<file path="config.mk">
export PLATFORM = sky130hd
export DESIGN_NAME = debug_control_dump
export DESIGN_NICKNAME = d
export VERILOG_FILES = /design/src/rtl/debug_control_dump.sv
export SDC_FILE = /design/constraint.sdc
export NUM_CORES = 1
export LEC_CHECK = 0
export CAP_MARGIN = 20
export CELL_PAD_IN_SITES_DETAIL_PLACEMENT = 1
export CELL_PAD_IN_SITES_GLOBAL_PLACEMENT = 1
export CORE_ASPECT_RATIO = 0.6
export CORE_MARGIN = 3
export CORE_UTILIZATION = 31
export DETAILED_ROUTE_END_ITERATION = 16
export GPL_TIMING_DRIVEN = 0
export PLACE_DENSITY_LB_ADDON = 0.1
export SYNTH_ARGS = -nofsm -noshare
export SYNTH_HDL_FRONTEND = slang
export SYNTH_SLANG_ARGS = --single-unit
</file>
<file path="constraint.sdc">
create_clock -name i_clock -period 2.21 [get_ports i_clock]
set_input_delay 0.221 -clock i_clock [delete_from_list [all_inputs] [get_ports i_clock]]
set_output_delay 0.221 -clock i_clock [all_outputs]
set_load 0.05 [all_outputs]
</file>
<file path="src/rtl/debug_control_dump.sv">
// Debug dump controller: reads words from a source memory on request and streams
// each word out as NB_LATCH-bit frames, MSB first, over a valid/ready frame interface.
module debug_control_dump #(
  parameter int         NB_LATCH         = 8,
  parameter int         NB_INPUT_SIZE    = 32,
  parameter int         NB_CONTROL_FRAME = 32,
  parameter int         NB_ADDR          = 5,
  parameter int         DEPTH            = 32,
  parameter logic [5:0] CONTROLLER_ID    = 6'b000000
) (
  input  logic                        i_clock,
  input  logic                        i_reset,
  input  logic                        i_request_valid,
  input  logic [5:0]                  i_request_select,
  input  logic                        i_request_mode,
  input  logic [NB_ADDR-1:0]          i_request_addr,
  input  logic [NB_INPUT_SIZE-1:0]    i_data_from_mips,
  input  logic                        i_frame_ready,
  output logic [NB_CONTROL_FRAME-1:0] o_frame_to_interface,
  output logic                        o_frame_valid,
  output logic [NB_ADDR-1:0]          o_addr,
  output logic                        o_reading,
  output logic                        o_busy,
  output logic                        o_done,
  output logic [2:0]                  o_state
);

  localparam int N_FRAMES  = (NB_INPUT_SIZE + NB_LATCH - 1) / NB_LATCH;
  localparam int NB_PADDED = N_FRAMES * NB_LATCH;
  localparam int NB_IDX    = (N_FRAMES > 1) ? $clog2(N_FRAMES) : 1;
  localparam logic [NB_IDX-1:0]  LAST_IDX  = NB_IDX'(N_FRAMES - 1);
  localparam logic [NB_ADDR-1:0] LAST_ADDR = NB_ADDR'(DEPTH - 1);

  typedef enum logic [2:0] {
    S_IDLE  = 3'd0,
    S_ADDR  = 3'd1,
    S_LATCH = 3'd2,
    S_SEND  = 3'd3,
    S_DONE  = 3'd4
  } state_t;

  state_t                state_q, state_d;
  logic [NB_ADDR-1:0]    addr_q, addr_d;
  logic                  mode_q, mode_d;
  logic [NB_IDX-1:0]     idx_q, idx_d;
  logic [NB_PADDED-1:0]  shift_q, shift_d;
  logic [NB_PADDED-1:0]  data_padded;
  logic                  accept;
  logic                  transfer;

  // Source word left-aligned so zero padding lands at the LSB end.
  always_comb begin
    data_padded = '0;
    data_padded[NB_PADDED-1 -: NB_INPUT_SIZE] = i_data_from_mips;
  end

  // Handshake: a frame moves on any rising edge where o_frame_valid and
  // i_frame_ready are both high; frame and valid hold until then.
  assign accept   = i_request_valid && (i_request_select == CONTROLLER_ID);
  assign transfer = (state_q == S_SEND) && i_frame_ready;

  always_ff @(posedge i_clock) begin
    if (i_reset) begin
      state_q <= S_IDLE;
      addr_q  <= '0;
      mode_q  <= 1'b0;
      idx_q   <= '0;
      shift_q <= '0;
    end else begin
      state_q <= state_d;
      addr_q  <= addr_d;
      mode_q  <= mode_d;
      idx_q   <= idx_d;
      shift_q <= shift_d;
    end
  end

  always_comb begin
    state_d = state_q;
    addr_d  = addr_q;
    mode_d  = mode_q;
    idx_d   = idx_q;
    shift_d = shift_q;
    case (state_q)
      S_IDLE: begin
        if (accept) begin
          state_d = S_ADDR;
          mode_d  = i_request_mode;
          addr_d  = i_request_mode ? '0 : i_request_addr;
        end
      end
      S_ADDR:  state_d = S_LATCH;
      S_LATCH: begin
        shift_d = data_padded;
        idx_d   = '0;
        state_d = S_SEND;
      end
      S_SEND: begin
        if (transfer) begin
          if (idx_q != LAST_IDX) begin
            idx_d   = idx_q + 1'b1;
            shift_d = shift_q << NB_LATCH;
          end else if (!mode_q || (addr_q == LAST_ADDR)) begin
            // Full dump stops at DEPTH-1; the counter never wraps.
            state_d = S_DONE;
          end else begin
            addr_d  = addr_q + 1'b1;
            state_d = S_ADDR;
          end
        end
      end
      S_DONE:  state_d = S_IDLE;
      default: state_d = S_IDLE;
    endcase
  end

  always_comb begin
    o_frame_to_interface = '0;
    if (state_q == S_SEND) begin
      o_frame_to_interface[NB_LATCH-1:0] = shift_q[NB_PADDED-1 -: NB_LATCH];
    end
  end

  assign o_frame_valid = (state_q == S_SEND);
  assign o_addr        = addr_q;
  assign o_reading     = (state_q == S_ADDR) || (state_q == S_LATCH);
  assign o_busy        = (state_q != S_IDLE);
  assign o_done        = (state_q == S_DONE);
  assign o_state       = state_q;

endmodule

</file>
* Word level (Yosys, flattened, before mapping) *
Cells that the tools add are included.

storage, ports and cells
  output and inout bits = 44
  input port bits = 48
  register bits = 43
  word-level logic and storage cells = 50

cells by class
  reduce and logical (&&, ||, !) cells = 14
  eq/ne operators = 11
  muxes and demuxes = 18
  add/sub/neg operators = 2

operators by type and width
  cell                   number
  $mux W32               2
  $pmux W32 S2           1
  $mux W5                5
  $mux W3                4
  $pmux W3 S4            1
  $pmux W5 S2            1
  $mux W8                1
  $ne A2 B2 Y1 const B   4
  $eq A3 B2 Y1 const B   2
  $logic_not A6 Y1       1
  $reduce_and A3 Y1      2
  $add A5 B1 Y5 const B  1
  $eq A5 B5 Y1 const B   1
  $reduce_and A5 Y1      1
  $mux W2                2
  $ne A2 B1 Y1 const B   2
  $pmux W2 S2            1
  $reduce_bool A2 Y1     2
  $eq A3 B1 Y1 const B   1
  $eq A3 B3 Y1 const B   1
  $logic_not A3 Y1       1
  $reduce_bool A3 Y1     1
  $add A2 B1 Y2 const B  1
  $logic_and A1 B1 Y1    2
  3 further kinds        4

* Longest topological paths before layout *
Gate-level depths: netlist of run 1.

  depth in word-level cells = 6
  mapped depth = 7
  gate-level depth less buffers = 7

* Least setup slack after synthesis of run 1 *
No wires, ideal clock.

  kind = reg2out
  start point = register state_q[1], in the netlist o_state[1]
  end point = output port o_frame_to_interface[0]
  path buffers = 2
  required time = 1.989 ns
  stages on the path, launching flop included = 6
  arrival = 2.130 ns
  path slack = -0.141 ns
  cell sequence = dfxtp_1 -> buf_6 -> nand3b_4 -> inv_2 -> clkbuf_1 -> and2_1

on the way
  cells in the longest elaborated chain, start to end = 2

ends and longest elaborated chain
  element                   line  RTL
  start: declaration        42    state_t state_q, state_d;
  start signal: assignment  70    state_q <= state_d;
  $eq A3 B2 Y1              n/a
  net o_frame_valid         20    output logic o_frame_valid,
  $mux W8                   119   if (state_q == S_SEND) begin
  end: declaration          19    output logic [NB_CONTROL_FRAME-1:0] o_frame_to_interface,

The timed path passes the listed nets, and every way through them passes these cells.

* Final worst setup path of run 1 *
  start point = register state_q[1], in the netlist o_state[1]
  end point = output port o_done

on the way
  cells in the longest elaborated chain, start to end = 1

ends and longest elaborated chain
  element           line  RTL
  $eq A3 B3 Y1      128   assign o_done = (state_q == S_DONE);
  end: declaration  24    output logic o_done,

Every way passes these cells.

==> results.json, run 1 <==
{
  "status": "finished clean",
  "num_antenna_cells": 0,
  "fp.coreArea_um2": 7020,
  "hp-class": "in -> reg",
  "finalCritPeriodShare_pct": 92.0,
  "min_period_ps": 2030,
  "fillers": 875,
  "drc": 0,
  "firstDrtPassIters": 4,
  "die-area_um2": 8750,
  "fin_util_pct": 47.5,
  "via_per_inst": 4.72,
  "initial_core_util_pct": 33.7,
  "critPathLaunchType": "register",
  "clock-root-buffer": "clkbuf_16",
  "fp.dieW_um": 119,
  "drive_above_1_share_pct": 19.7,
  "slew-limit-headroom_pct": 60.0,
  "crit_fanout": 8,
  "cp.arrival_ps": 1810,
  "area_growth_pct": 41.0,
  "wl_per_cell_um": 15.1,
  "fin_nets": 425,
  "wl_met3_um": 466,
  "drt_wl_total_mm": 7.18,
  "rsz0062_at_grt": "false",
  "numCtsBuffers": 5,
  "fmax_ghz": 0.492,
  "grt-ovfl-total": 0,
  "grtUsageTotal_pct": 16.1,
  "io_pins": 92,
  "postSynthRegisterBits": 43,
  "avgSynthCellArea_um2": 8.51,
  "layout_commonest_cell": "clkdlybuf4s50_1",
  "grt_pass1_vias": 2154,
  "io_buffers": 66,
  "crit_slowest_cell": "clkdlybuf4s50_1",
  "path_cells": "buf_6, nor2_1, and2_1, clkdlybuf4s50_1",
  "peakVddDrop_uv": 244,
  "insertion_delay_ps": 280,
  "routedLengthMet1_mm": 3.76,
  "routed.top_layer": "met4",
  "cts_tree": "built",
  "met2_wirelength_mm": 2.92,
  "antenna_found_initial": 0,
  "gp_congestion": 0.821,
  "clock_skew_ps": 2.14,
  "hold_viol": 0,
  "clock_path_buffers": 2,
  "clkTransAtPathRegs_ps": 60,
  "vias": 2241,
  "drt_iter0_markers": 78,
  "grt_max_degree": 13,
  "worst_pin_slew_ps": 598,
  "netlist_instances": 278,
  "setup_ws_ps": 176,
  "worst_ep_required_time_ps": 1990,
  "total_power_mw": 1.78,
  "dpl_worst_slack_ps": 80.4,
  "p_leak_nw": 1.36,
  "crit_type": "reg -> out",
  "final_cell_mix": "clkdlybuf4s50_1 (57), nand2_1 (53), dfxtp_1 (43), nor2_1 (36), buf_4 (26)",
  "yosysWarnings": 0,
  "endpoint_kind": "primary output",
  "ant_nets": 0,
  "ff2ff_path_depth": 7,
  "yosysUniqueCellTypes": 49,
  "htreeDepth": 2,
  "rows": 23,
  "setup_viol": 0,
  "die_h_um": 73.7,
  "clock-sinks": 43,
  "slew_violations": 0,
  "max_stage_delay_ps": 790,
  "grt_pass1_wl_mm": 11.1,
  "ys_seq_area_share_pct": 36.4,
  "finalSetupTns_ps": 0,
  "syn_area_um2": 2370,
  "p_per_area_nw_per_um2": 535,
  "drv_cap": 0,
  "whs_path_depth": 2,
  "hpwl_mm": 5.49
}
layer usage:
metal | vias to the layer above | track usage, %
met3 | 5 | 3.62
met1 | 1042 | 23.8
met2 | 73 | 24.2
met4 | 0 | 2.70
met5 | - | 0
li1 | 1121 | -
cell usage after synthesis, drive strengths merged:
cell type / count / area share (%)
nor2: 36 / 5.7
nand3: 6 / 2.0
and2b: 1 / 0.32
nand2: 53 / 8.4
nor3b: 4 / 1.9
o22ai: 2 / 0.53
a221o: 1 / 0.42
inv: 4 / 0.63
a311oi: 24 / 9.9
o21ai: 1 / 0.21
clkbuf: 5 / 0.79
ha: 3 / 1.6
and3: 4 / 1.1
o31ai: 1 / 0.32
nor4: 1 / 0.26
conb: 1 / 0.16
o2bb2ai: 1 / 0.37
a211oi: 1 / 0.32
a21oi: 6 / 1.6
a22oi: 8 / 2.5
a2111oi: 1 / 0.37
xnor2: 1 / 0.37
dfxtp: 43 / 36
a221oi: 2 / 1.0
a21o: 1 / 0.32
o211ai: 1 / 0.32
nor2b: 2 / 0.53
nor4b: 1 / 1.0
and2: 9 / 2.4
nand3b: 1 / 0.85
nand2b: 3 / 1.1
nand4: 1 / 0.26
nor3: 9 / 2.8
buf: 40 / 13
cells by family (layout without fill, tap and decap cells):
family	after synthesis	count (layout)	share of synthesized area, %
flip-flops	43	43	36.4
AND/OR/NAND/NOR	131	131	28.7
XOR/XNOR	1	1	0.370
other	1	24	0.158
adder cells (fa/ha/maj)	3	3	1.59
buffers and inverters	49	123	14.6
AO/OA/AOI/OAI	50	50	18.2
cell type report:
cell class / instances / area (µm²) / share of cell area (%)
Tap cell: 100 / 125 / 3.75
Inverter: 4 / 15.0 / 0.450
Clock inverter: 1 / 5.00 / 0.150
Timing Repair Buffer: 66 / 619 / 18.6
Buffer: 45 / 332 / 9.94
Clock buffer: 7 / 133 / 3.98
Sequential cell: 43 / 861 / 25.8
Multi-Input combinational cell: 209 / 1250 / 37.4
power breakdown:
group | internal (mW) | leakage [nW] | switching, mW
Clock | 0.418 | 0.0679 | 0.294
Sequential | 0.782 | 0.346 | 0.00430
Combinational | 0.125 | 0.947 | 0.161
registers in the layout, summed over array words and instances, names as in the netlist:
register / flops
idx_q: 2
mode_q: 1
o_addr: 5
o_state: 3
shift_q: 32
per-stage QoR:
stage          hold slack, ps  instances  instance area, µm²
6_report                  405        475                3340
3_5_place_dp              455        467                3240
3_3_place_gp              444        467                3240
5_1_grt                   431        475                3340
2_1_floorplan             357        301                2450
4_1_cts                   392        475                3370
what timing repair did:
item | 4_1_cts | 5_1_grt
resized for setup | 9 | 16
setup endpoints to repair | 9 | 8
setup buffers | 0 | 0
gates cloned | 0 | 0
hold buffers | 0 | 0
worst max-delay path: cells and delay by family (launching register included):
kind                   cells  cell delay (ps)
AND/OR/NAND/NOR            2              270
flip-flops                 1              320
buffers and inverters      2              940
final timing paths:
| path | to | slack (ps) | startpoint |
|---|---|---|---|
| hold / removal | shift_q[28] | 400 | i_reset |
| setup reg to reg | o_addr[0] | 210 | o_addr[0] |
| hold reg to reg | mode_q | 470 | mode_q |
| setup / recovery | o_done | 180 | o_state[1] |
(Power assumes the default switching activity.)
==> run 2: changes to the inputs <==
--- a/config.mk
+++ b/config.mk
@@ -11,9 +11,11 @@
 export CORE_ASPECT_RATIO = 0.6
 export CORE_MARGIN = 3
 export CORE_UTILIZATION = 31
+export CTS_CLUSTER_DIAMETER = 40
 export DETAILED_ROUTE_END_ITERATION = 16
 export GPL_TIMING_DRIVEN = 0
 export PLACE_DENSITY_LB_ADDON = 0.1
+export SKIP_CTS_REPAIR_TIMING = 1
 export SYNTH_ARGS = -nofsm -noshare
 export SYNTH_HDL_FRONTEND = slang
 export SYNTH_SLANG_ARGS = --single-unit
==> run 2 against run 1 <==
  * Clock skew about the same
  * Wire length increased by 0.45%
  * Die area unchanged
  * Total power about the same
  * Sequential power about the same
  * First-iteration DRC count increased by 13%
  * Utilization increased by 0.91 points
  * Design area increased by 1.9%
  * Count of clock-buffer cells in the layout unchanged
  * Critical path type unchanged
==> results.json, run 2 (synthesized netlist as in run 1, its figures left out) <==
{
  "status": "finished clean",
  "p_int_mw": 1.33,
  "crit_type": "reg -> out",
  "clock-root-buffer": "clkbuf_16",
  "die_h_um": 73.7,
  "p_leak_nw": 1.51,
  "num_antenna_cells": 0,
  "p_per_area_nw_per_um2": 525,
  "hp-class": "in -> reg",
  "worst_ep_required_time_ps": 1990,
  "hold_viol": 0,
  "p_sw_mw": 0.459,
  "clock_skew_ps": 2.00,
  "whs_path_depth": 2,
  "fp.coreArea_um2": 7020,
  "fin_util_pct": 48.4,
  "min_from": "i_reset",
  "switching_share_pct": 25.7,
  "fillers": 866,
  "io_pins": 92,
  "wl_per_cell_um": 15.2,
  "crit_fanout": 8,
  "fp.dieW_um": 119,
  "design_area_um2": 3400,
  "hpwl_mm": 5.49,
  "numCtsBuffers": 5,
  "critPathLaunchType": "register",
  "clock-sinks": 43,
  "final-seq-area_um2": 861,
  "vias": 2229,
  "reg2reg_from": "o_addr[0]",
  "cts_tree": "built",
  "cp.arrival_ps": 1810,
  "drc": 0,
  "grt-ovfl-total": 0,
  "gp_congestion": 0.821,
  "regMostFlops": "shift_q",
  "slew_violations": 0,
  "min_period_ps": 2030,
  "largest_reg_flops": 32,
  "ff2ff_path_depth": 7,
  "area_growth_pct": 43.7,
  "die-area_um2": 8750,
  "io_buffers": 66,
  "final_cell_mix": "clkdlybuf4s50_1 (57), nand2_1 (53), dfxtp_1 (43), nor2_1 (36), buf_4 (26)",
  "finalSetupTns_ps": 0,
  "ff2ff_setup_slack_ps": 190,
  "layout_commonest_cell": "clkdlybuf4s50_1",
  "grt_pass1_vias": 2154,
  "combPwrFrac_pct": 16.0,
  "slew-limit-headroom_pct": 61.1,
  "firstDrtPassIters": 4,
  "initial_core_util_pct": 33.7,
  "ant_nets": 0,
  "antenna_found_initial": 0,
  "rsz0062_at_grt": "false",
  "grt_max_degree": 13,
  "worst_pin_slew_ps": 582,
  "via_per_inst": 4.69,
  "insertion_delay_ps": 280,
  "htreeDepth": 2,
  "setup_viol": 0,
  "drt_wl_total_mm": 7.21,
  "drt_iter0_markers": 88,
  "finalCritPeriodShare_pct": 92.1,
  "endpoint_kind": "primary output",
  "clock_path_buffers": 2,
  "grt_pass1_wl_mm": 11.1,
  "grtUsageTotal_pct": 16.1,
  "multi_input_area_um2": 1250,
  "drive_above_1_share_pct": 17.6,
  "drv_cap": 0,
  "r2r-end": "o_addr[0]",
  "fmax_ghz": 0.492,
  "power_frac_clock_pct": 39.9,
  "placedInstanceArea_um2": 3240,
  "rows": 23,
  "fin_nets": 425,
  "p_seq_share_pct": 44.1,
  "total_power_mw": 1.78,
  "peakVddDrop_uv": 245,
  "hold_path_end": "shift_q[28]",
  "clkTransAtPathRegs_ps": 60
}
-- run 2: cell types whose count changed in the layout (fill, tap and decap cells not counted), sizes merged --
| cell | delta |
|---|---|
| dlygate4sd2 | -1 |
| dlymetal6s2s | +9 |
| clkbuf | -8 |
-- run 2: layout make-up --
class,instances,area share [%]
multi-input cells,209,36.7
flip-flops and latches,43,25.3
repair buffers,66,20.1
plain buffers,45,9.75
clock buffers,7,3.90
well taps,100,3.68
inverters,4,0.442
clock inverters,1,0.147
-- run 2: how the worst max path moves through the flow --
stage          cells after the start  startpoint  slack (ps)                      end
4_1_cts                            6  o_state[1]        -230  o_frame_to_interface[3]
3_3_place_gp                       5  o_state[2]          70  o_frame_to_interface[7]
6_report                           4  o_state[1]         180                   o_done
3_5_place_dp                       5  o_state[2]          80  o_frame_to_interface[6]
2_1_floorplan                      5  o_state[1]         160  o_frame_to_interface[0]
5_1_grt                            5  o_state[2]          50  o_frame_to_interface[6]
-- run 2: power groups by stage --
stage / sequential, mW / combinational (mW) / clock (mW)
floorplan: 0.805 / 0.175 / 0
global placement: 0.803 / 0.281 / 0
detailed placement: 0.804 / 0.282 / 0
CTS: 0.786 / 0.283 / 0.721
global route: 0.787 / 0.303 / 0.757
finish: 0.787 / 0.285 / 0.712
-- run 2: routing by layer --
layer / track usage, % / vias up / wire, µm
met4: 2.70 / 0 / 31
met3: 3.62 / 5 / 413
met1: 23.8 / 1037 / 3820
met2: 24.2 / 67 / 2940
li1: - / 1120 / -
met5: 0 / - / 0
-- run 2: through the flow --
| step | cells | setup WS (ps) | hold slack, ps |
|---|---|---|---|
| after global placement | 467 | 74.1 | 444 |
| after floorplan | 301 | 155 | 357 |
| final | 475 | 176 | 384 |
| after global routing | 475 | 48.0 | 431 |
| after CTS | 475 | -233 | 392 |
| after detailed placement | 467 | 80.4 | 455 |
-- run 2: critical path, stage by stage (launching register included) --
cell             delay, ps
dfxtp_1                320
buf_6                  150
nor2_1                 130
and2_1                 140
clkdlybuf4s50_1        790
==> run 3: changes to the inputs <==
--- a/config.mk
+++ b/config.mk
@@ -10,9 +10,10 @@
 export CELL_PAD_IN_SITES_GLOBAL_PLACEMENT = 1
 export CORE_ASPECT_RATIO = 0.6
 export CORE_MARGIN = 3
-export CORE_UTILIZATION = 31
-export CTS_CLUSTER_DIAMETER = 40
+export CORE_UTILIZATION = 45
+export CTS_CLUSTER_DIAMETER = 120
 export DETAILED_ROUTE_END_ITERATION = 16
+export DONT_BUFFER_PORTS = 1
 export GPL_TIMING_DRIVEN = 0
 export PLACE_DENSITY_LB_ADDON = 0.1
 export SKIP_CTS_REPAIR_TIMING = 1
==> run 3 against run 2 <==
  * Worst hold slack got worse by 340 ps
  * Global-route usage increased by 6.0 points
  * Maximum frequency is 5.6% lower
  * First-iteration DRC count rose by 5.7%
  * Combinational power shrank 32%
  * Total power decreased by 3.3%
  * Flip-flop and latch count unchanged
  * Utilization rose by 7.3 points
  * Non-clock buffer count shrank 66
  * Count of clock-buffer cells in the layout shrank 1
  * Critical endpoint is now o_frame_to_interface[0]
  * Largest cell class unchanged
==> results.json, run 3 (synthesized netlist as in run 1, its figures left out) <==
{
  "status": "finished clean",
  "grt-ovfl-total": 0,
  "dpl_worst_slack_ps": -105,
  "grt_max_degree": 14,
  "ff2ff_setup_slack_ps": 120,
  "finalCritPeriodShare_pct": 97.5,
  "drive_above_1_share_pct": 26.2,
  "via_per_inst": 5.51,
  "insertion_delay_ps": 300,
  "fin_nets": 359,
  "worst_pin_slew_ps": 905,
  "clock_skew_ps": 7.61,
  "grtUsageTotal_pct": 22.0,
  "largest_reg_flops": 32,
  "grt_pass1_vias": 1995,
  "num_antenna_cells": 0,
  "fp.coreArea_um2": 4830,
  "regMostFlops": "shift_q",
  "hp-class": "in -> reg",
  "setup_ws_ps": 54.2,
  "drc": 0,
  "min_period_ps": 2160,
  "initial_core_util_pct": 49.0,
  "clock_path_buffers": 2,
  "clkTransAtPathRegs_ps": 90,
  "endpoint_kind": "primary output",
  "io_buffers": 0,
  "fmax_ghz": 0.464,
  "clock-root-buffer": "clkbuf_8",
  "numCtsBuffers": 5,
  "ff2ff_path_depth": 7,
  "total_power_mw": 1.73,
  "fin_util_pct": 55.7,
  "layout_commonest_cell": "nand2_1",
  "rows": 19,
  "critPathLaunchType": "register",
  "ant_nets": 0,
  "cts_tree": "built",
  "finalSetupTns_ps": 0,
  "whs_ps": 49.1,
  "gp_congestion": 0.821,
  "worst_ep_required_time_ps": 1990,
  "wl_per_cell_um": 18.7,
  "crit_end": "o_frame_to_interface[0]",
  "grt_pass1_wl_mm": 10.7,
  "vias": 2050,
  "p_leak_nw": 1.10,
  "hpwl_mm": 5.05,
  "fillers": 611,
  "crit_start": "o_state[1]",
  "crit_fanout": 10,
  "peakVddDrop_uv": 339,
  "p_per_area_nw_per_um2": 642,
  "reg2reg_from": "o_addr[0]",
  "slew_violations": 0,
  "cp.arrival_ps": 1930,
  "firstDrtPassIters": 4,
  "hold_viol": 0,
  "drt_wl_total_mm": 6.94,
  "htreeDepth": 2,
  "io_pins": 92,
  "clock-sinks": 43,
  "crit_type": "reg -> out",
  "area_growth_pct": 13.5,
  "fp.dieW_um": 99.6,
  "final_cell_mix": "nand2_1 (53), dfxtp_1 (38), nor2_1 (36), buf_4 (26), conb_1 (24)",
  "drv_cap": 0,
  "slew-limit-headroom_pct": 39.4,
  "die_h_um": 62.2,
  "die-area_um2": 6190,
  "r2r-end": "o_addr[0]",
  "antenna_found_initial": 0,
  "drt_iter0_markers": 93,
  "setup_viol": 0
}
[run 3: changes by cell type in the layout (fill, tap and decap cells not counted), sizes merged]
cell / delta
clkinv: -1
bufinv: +2
clkbuf: -1
dlymetal6s2s: -9
clkdlybuf4s50: -57
[run 3: through the flow]
step	std cells	area [µm²]
global route	372	2690
detailed placement	364	2530
global placement	364	2530
floorplan	301	2450
CTS	372	2670
finish	372	2690
[run 3: where the power goes]
group | internal [mW] | switching, mW | leakage, nW
registers | 0.781 | 0.00678 | 0.349
logic | 0.0530 | 0.141 | 0.690
clock network | 0.452 | 0.292 | 0.0654
[run 3: worst max-delay path, cell delays in order, from the launching register on]
cell      delay, ps
dfxtp_2         510
buf_6           210
nand3b_4        100
inv_2           110
clkbuf_4        320
and2_2          380
[run 3: final cells by class]
type	instances	area, µm²	area share [%]
buffer	45	334	12.4
clock buffer	6	72.6	2.70
sequential	43	867	32.3
clock inverter	2	60.1	2.24
tap	63	78.8	2.93
inverter	4	15.0	0.559
multi-input combinational	209	1260	46.9
[run 3: worst min path at each step]
stage / end / cells after the start / slack (ps) / from
after CTS: mode_q / 2 / 50 / i_request_mode
after global routing: mode_q / 2 / 40 / i_request_mode
after detailed placement: mode_q / 2 / 370 / i_request_mode
after floorplan: mode_q / 2 / 360 / i_request_mode
after global placement: mode_q / 2 / 360 / i_request_mode
final: mode_q / 2 / 50 / i_request_mode
[run 3: metal layers]
metal	vias up	share of wire [%]	wire, µm	track usage, %
met5	-	0	0	0
met2	82	44	3080	33.8
li1	981	-	-	-
met4	0	1.0	71	5.11
met1	978	47	3240	30.7
met3	9	7.9	551	6.15
